--- config.mk ---
export PLATFORM = sky130hd
export DESIGN_NAME = fifo_drain
export DESIGN_NICKNAME = d
export VERILOG_FILES = /design/src/rtl/fifo_drain.sv
export SDC_FILE = /design/constraint.sdc
export NUM_CORES = 1
export LEC_CHECK = 0
export CORE_MARGIN = 5
export CORE_UTILIZATION = 30
export DETAILED_ROUTE_END_ITERATION = 10
export SYNTH_ARGS = -nofsm -noshare
export SYNTH_HDL_FRONTEND = slang
export SYNTH_SLANG_ARGS = --single-unit
--- constraint.sdc ---
create_clock -name clk -period 4.55 [get_ports clk]
set_clock_uncertainty 0.15 [all_clocks]
set_input_delay 0.91 -clock clk [delete_from_list [all_inputs] [get_ports clk]]
set_output_delay 0.91 -clock clk [all_outputs]
set_load 0.01 [all_outputs]
--- src/rtl/fifo_drain.sv ---
// fifo_drain: drains a show-ahead upstream FIFO into a 2-entry in-order output buffer.
// Latency: 1 cycle from FIFO read to out_valid when the buffer is empty; sustains 1 word/cycle.
// Backpressure: in_ready=0 holds out_valid/out_data; FIFO reads stop once both entries are full.
// Build option: define FIFO_DRAIN_COUNT_EN for a saturating 16-bit accepted-word counter on out_count.

module fifo_drain #(
    parameter int DATA_W = 8
) (
    input  logic              clk,
    input  logic              rst,
    input  logic [DATA_W-1:0] in_fifo_data,
    input  logic              in_fifo_empty,
    output logic              out_fifo_read,
    output logic              out_valid,
    output logic [DATA_W-1:0] out_data,
    input  logic              in_ready,
    output logic [15:0]       out_count
);

    typedef enum logic [1:0] {
        EMPTY = 2'd0,
        ONE   = 2'd1,
        TWO   = 2'd2
    } state_t;

    state_t            state_q, state_d;
    logic [DATA_W-1:0] head_q, head_d;   // oldest entry, drives out_data
    logic [DATA_W-1:0] tail_q, tail_d;   // second entry, only meaningful in TWO
    logic              push;
    logic              pop;

    // The FIFO read is gated by rst so no word is popped upstream while the
    // buffer is held in reset and could not capture it.
    assign out_fifo_read = rst & ~in_fifo_empty & (state_q != TWO);
    assign push          = out_fifo_read;
    assign out_valid     = (state_q != EMPTY);
    assign pop           = out_valid & in_ready;
    assign out_data      = head_q;

    // Next-state and buffer update: pop removes head, push appends newest word.
    always_comb begin
        state_d = state_q;
        head_d  = head_q;
        tail_d  = tail_q;
        case (state_q)
            EMPTY: begin
                if (push) begin
                    head_d  = in_fifo_data;
                    state_d = ONE;
                end
            end
            ONE: begin
                if (push && pop) begin
                    // Head leaves and the incoming word takes its place.
                    head_d = in_fifo_data;
                end else if (push) begin
                    tail_d  = in_fifo_data;
                    state_d = TWO;
                end else if (pop) begin
                    state_d = EMPTY;
                end
            end
            TWO: begin
                // No push is possible here; a pop promotes the second entry.
                if (pop) begin
                    head_d  = tail_q;
                    state_d = ONE;
                end
            end
            default: begin
                state_d = EMPTY;
            end
        endcase
    end

    // State and buffer registers; reset discards any buffered words.
    always_ff @(posedge clk or negedge rst) begin
        if (!rst) begin
            state_q <= EMPTY;
            head_q  <= '0;
            tail_q  <= '0;
        end else begin
            state_q <= state_d;
            head_q  <= head_d;
            tail_q  <= tail_d;
        end
    end

`ifdef FIFO_DRAIN_COUNT_EN
    logic [15:0] count_q, count_d;

    // Count accepted words, sticking at all-ones instead of wrapping.
    always_comb begin
        count_d = count_q;
        if (pop && (count_q != 16'hFFFF)) begin
            count_d = count_q + 16'd1;
        end
    end

    // Counter register.
    always_ff @(posedge clk or negedge rst) begin
        if (!rst) begin
            count_q <= '0;
        end else begin
            count_q <= count_d;
        end
    end

    assign out_count = count_q;
`else
    assign out_count = '0;
`endif

endmodule

[Word level (Yosys, flattened, before mapping)]
Cells that the tools add are included.
Storage, ports and cells
  register bits after elaboration: 18
  input port bits: 12
  output and inout port bits: 26
  logic and storage cells: 33
Operators by class
  equal/unequal tests: 8
  muxes and demuxes: 10
  bitwise gates (word level): 5
  reductions and logical operators: 7
Operators by type and width (count)
  $mux W8: 3
  $pmux W8 S3: 1
  $mux W2: 5
  $ne A2 B2 Y1 const B: 5
  $reduce_and A4 Y1: 2
  $pmux W2 S3: 1
  $and A1 B1 Y1: 3
  $ne A3 B3 Y1 const B: 1
  $reduce_and A3 Y1: 1
  $reduce_bool A3 Y1: 1
  $eq A2 B1 Y1 const B: 1
  $eq A2 B2 Y1 const B: 1
  $logic_not A2 Y1: 1
  $not A1 Y1: 2
  $reduce_bool A2 Y1: 1
  $logic_and A1 B1 Y1: 1

[Logic depth before layout (Yosys ltp)]
Gate-level depths: netlist (run 1).
  word-level depth: 6
  mapped depth: 4
  depth with buffers taken out: 3

[Least setup slack after synthesis (run 1)]
No wires, ideal clock.
  path kind: input to output
  start: in in_fifo_empty
  end: out out_fifo_read
  arrival time: 1.229 ns
  data required time: 3.490 ns
  setup slack: 2.261 ns
  stages on the path: 2
  buffers on the path: 0
  cell sequence: nand2b_1 -> nor2_1
On the way
  longest elaborated chain between the ends: 3
RTL lines
  from (decl): line 12  | input logic in_fifo_empty,
  $not A1 Y1: line 34  | assign out_fifo_read = rst & ~in_fifo_empty & (state_q != TWO);
  $and A1 B1 Y1 (2 in series): line 34
  to (decl): line 13  | output logic out_fifo_read,
Every way passes these cells.

[Worst setup path after layout (run 1)]
  start: in rst
  end: out out_fifo_read
On the way
  longest elaborated chain between the ends: 2
RTL lines
  from (decl): line 10  | input logic rst,
  $and A1 B1 Y1 (2 in series): line 34
Every way passes these cells.

==> impl_metrics.ini, run 1 <==
[status]
status = complete, no violations

[final_layout]
nets = 112
layout-drive-gt1-share_pct = 15.3
layout_common_cells = clkdlybuf4s50_1, dfrtp_1, conb_1
layout_commonest_cell = clkdlybuf4s50_1
area_growth_pct = 22.6
final_area_um2 = 1130
num_antenna_cells = 0
final_util_pct = 37.6

[hold_path]
min_path_cells = 1
hold_path_class = flop to flop

[cts]
cts_buffer_depth = 2
cts_buffers = 3
cts_setup_buffers = 0
cts_tree = yes
cts_resized = 0
clockRootBuffer = clkbuf_4
clk_pin_slew_worst_paths_ps = 100
cts.sinks = 18
htreeDepth = 1
clkLatencyLatePin_ps = 290
ctsHoldBuffers = 0

[detailed_routing]
wl_per_cell_um = 14.4
ant_nets = 0
viasPerCell = 4.68
firstDrtPassIters = 4
drt-total-wl_um = 1880
drc = 0
drtIter0Drc = 15
vias = 613

[floorplan]
die_h_um = 65.4
die_area_um2 = 4280
coreArea_um2 = 3000
io_pins = 38
placementRows = 20
fp.dieW_um = 65.4
initial_core_util_pct = 30.7

[placement]
port_buffers = 21
gp_congestion = 0.740
dpl_cell_area_um2 = 1110

[timing]
fmax_mhz = 290
drv_slew = 0
fin_crit_ps = 3450
finalCritPeriodShare_pct = 75.8
hold_viol = 0
setup_violations = 0
hold_ws_ps = 354
rsz0062_at_grt = false
fin_tns_setup_ps = 0

[power_and_ir_drop]
power.switching_uw = 129
ir_drop_v = 0.000133
power.share.switching_pct = 28.6
clock_power_share_pct = 16.9
intPower_uw = 323
pwr-share-seq_pct = 52.3
p_leak_nw = 0.480
powerDensity_nw_per_um2 = 401
power_frac_comb_pct = 30.7

[global_routing]
grt_pass1_vias = 582
grt_pass1_wl_um = 2920
grt_max_degree = 22
grt_usage_pct = 9.04
antenna_found_initial = 0
gr-total-overflow = 0

[setup_path]
r2r_slack_ps = 2740
setup.worst_path.start = rst
crit_type = input pin to output port
cp_max_fo = 21
critPathRequiredTime_ps = 3490
critPathLaunchType = input pin
endpoint_kind = output port
crit_end = out_fifo_read
r2r_cells = 3
reg2reg_from = state_q[1]
arrival_ps = 2390
r2r-end = out_data[3]

[yosys]
yosys-top-cells-area = dfrtp_1, buf_4, mux2_1
netlist_area_um2 = 921
synth_largest_area_cell = dfrtp_1
yosysTopAreaCellShare_pct = 48.9
synth_cell_type_count = 20
synth-seq-cells = 18
yosysSeqAreaShare_pct = 48.9
yosys_warnings = 0
netlist_instances = 76
syn_avg_cell_area_um2 = 12.1

[run]
drv_cap = 0
==> cell type report <==
class,instances,area [µm²]
Fill cell,308,1870
Sequential cell,18,450
Multi-Input combinational cell,55,397
Timing Repair Buffer,22,218
Tap cell,33,41.3
Clock buffer,3,22.5
==> registers in the layout, indices dropped and copies added (netlist names) <==
name / flops
out_data: 8
state_q: 2
tail_q: 8
==> cell usage after synthesis (all sizes together) <==
cell and instances:
nand2 1, o21ai 1, mux2 8, nand2b 1, dfrtp 18, or3b 1
and2b 1, nor2 2, conb 1, o22ai 1, or3 8, a21oi 2
or2 1, o221a 8, nand3b 1, nor3b 1, mux2i 1, buf 18
nor2b 1
==> power groups by stage <==
| stage | combinational (mW) | clock (mW) | sequential [mW] |
|---|---|---|---|
| global route | 0.152 | 0.0850 | 0.244 |
| global placement | 0.137 | 0 | 0.237 |
| finish | 0.139 | 0.0765 | 0.237 |
| CTS | 0.141 | 0.0776 | 0.237 |
| detailed placement | 0.141 | 0 | 0.240 |
| floorplan | 0.0738 | 0 | 0.242 |
==> stage by stage <==
step	std cells	total power [mW]	worst slack [ps]
floorplan	91	0.316	2260
global placement	128	0.374	1090
detailed placement	128	0.381	1090
CTS	131	0.456	1070
global route	131	0.481	959
finish	131	0.452	1100
==> worst min path at each step <==
stage | start | end | slack (ps)
2_1_floorplan | tail_q[0] | tail_q[0] | 320
3_3_place_gp | tail_q[3] | tail_q[3] | 320
3_5_place_dp | tail_q[0] | tail_q[0] | 340
4_1_cts | tail_q[0] | tail_q[0] | 360
5_1_grt | tail_q[5] | tail_q[5] | 380
6_report | tail_q[2] | tail_q[2] | 350
==> critical path: stages <==
cell and delay [ps]:
clkdlybuf4s50_1 450, buf_4 250, nand2b_1 120, nor2_1 100, clkdlybuf4s50_1 540
==> routing by layer <==
| metal | up-vias | part of all wire [%] | global-route usage, % |
|---|---|---|---|
| met1 | 294 | 45 | 12.7 |
| li1 | 292 | - | - |
| met3 | 0 | 7.8 | 2.74 |
| met2 | 27 | 47 | 12.8 |
| met4 | 0 | 0 | 3.89 |
| met5 | - | 0 | 0 |
==> logic make-up after synthesis <==
family / synth area share [%]
AOI/OAI and AO/OA: 13.3
and+or+nand+nor: 12.4
other: 0.407
muxes: 10.9
DFF: 48.9
buffers and inverters: 14.1
Note: power is estimated with default switching activity, not from simulation.
==> inputs of run 2 (changes only) <==
==> constraint.sdc (replaced) <==
create_clock -name clk -period 3.6 [get_ports clk]
set_clock_uncertainty 0.15 [all_clocks]
set_input_delay 0.72 -clock clk [delete_from_list [all_inputs] [get_ports clk]]
set_output_delay 0.72 -clock clk [all_outputs]
set_load 0.01 [all_outputs]
==> impl_metrics.ini, run 2 (same netlist as run 1, synthesis figures left out) <==
[status]
status = complete, no violations

[cts]
cts_tree = yes
cts_setup_buffers = 0
ctsHoldBuffers = 0
cts_buffer_depth = 2
clk_pin_slew_worst_paths_ps = 100
cts_buffers = 3
cts.sinks = 18
cts_resized = 0
clkLatencyLatePin_ps = 290
htreeDepth = 1
clockRootBuffer = clkbuf_4

[detailed_routing]
ant_nets = 0
drc = 0
drt-total-wl_um = 1900
vias = 627
drtIter0Drc = 13
viasPerCell = 4.75
firstDrtPassIters = 3
wl_per_cell_um = 14.4

[global_routing]
antenna_found_initial = 0
grt_pass1_vias = 621
grt_pass1_wl_um = 2950
grt_max_degree = 21
gr-total-overflow = 0
grt_usage_pct = 8.91

[final_layout]
layout_common_cells = clkdlybuf4s50_1, dfrtp_1, conb_1
layout-drive-gt1-share_pct = 16.2
final_util_pct = 38.0
nets = 112
area_growth_pct = 24.0
nFillCells = 321
layout_commonest_cell = clkdlybuf4s50_1
num_antenna_cells = 0

[power_and_ir_drop]
p_leak_nw = 0.487
intPower_uw = 431
clock_power_share_pct = 20.7
power.share.switching_pct = 28.1
ir_drop_v = 0.000191
power_frac_comb_pct = 29.4
powerDensity_nw_per_um2 = 524
power.switching_uw = 168
pwr-share-seq_pct = 49.9

[floorplan]
die_area_um2 = 4280
die_h_um = 65.4
coreArea_um2 = 3000
placementRows = 20
fp.dieW_um = 65.4
io_pins = 38
initial_core_util_pct = 30.7

[timing]
layout_setup_ws_ps = 723
hold_viol = 0
fin_tns_setup_ps = 0
drv_slew = 0
fmax_mhz = 348
finalCritPeriodShare_pct = 79.9
rsz0062_at_grt = false
fin_crit_ps = 2880
setup_violations = 0

[setup_path]
endpoint_kind = output port
critPathRequiredTime_ps = 2730
cp_max_fo = 3
arrival_ps = 2010
r2r_slack_ps = 1780
crit_type = input pin to output port
critPathLaunchType = input pin

[placement]
dp_hpwl_um = 1360
post-place-ws_ps = 725
gp_congestion = 0.704
port_buffers = 21

[run]
drv_cap = 0

[hold_path]
hold_path_class = flop to flop
==> run 2: cell types whose count changed in the layout (fill, tap and decap cells not counted), sizes merged <==
cell / change
clkbuf: +1
==> run 2: worst paths after layout <==
kind,end,start,depth (start not counted)
max,out_fifo_read,in_fifo_empty,4
min,tail_q[4],tail_q[4],1
max reg2reg,out_data[1],state_q[1],3
min reg2reg,tail_q[4],tail_q[4],1
max in group asynchronous,tail_q[1],rst,2
min in group asynchronous,out_data[7],rst,2
==> run 2: power by group through the flow <==
stage | Combinational [mW] | Clock, mW | Sequential (mW)
detailed placement | 0.177 | 0 | 0.303
CTS | 0.179 | 0.128 | 0.299
floorplan | 0.0933 | 0 | 0.306
global placement | 0.173 | 0 | 0.299
global route | 0.191 | 0.138 | 0.307
finish | 0.176 | 0.124 | 0.299
==> run 2: per-layer routing <==
metal  track usage [%]  share of wire, %  vias up  wire length (µm)
li1                  -                 -      291                 -
met1              12.5                48      315               910
met2              13.4                47       21               892
met3              2.05               5.2        0                98
met4              3.11                 0        0                 0
met5                 0                 0        -                 0
==> run 2: area by class of cell <==
class                   instances  area (µm²)  area share (%)
flip-flops and latches         18         450            39.4
multi-input cells              55         397            34.7
repair buffers                 22         218            19.1
well taps                      33        41.3            3.61
clock buffers                   4        36.3            3.18
==> run 2: critical path: stages <==
cell and delay (ps):
clkdlybuf4s50_1 440, nand2b_1 190, nor2_1 100, clkdlybuf4s50_1 550
==> run 2: through the flow <==
stage / area (µm²) / std cells / hold WS [ps] / power [mW]
2_1_floorplan: 977 / 91 / 274 / 0.400
6_report: 1140 / 132 / 358 / 0.599
5_1_grt: 1140 / 132 / 378 / 0.637
4_1_cts: 1140 / 132 / 361 / 0.605
3_3_place_gp: 1110 / 128 / 324 / 0.472
3_5_place_dp: 1110 / 128 / 337 / 0.480
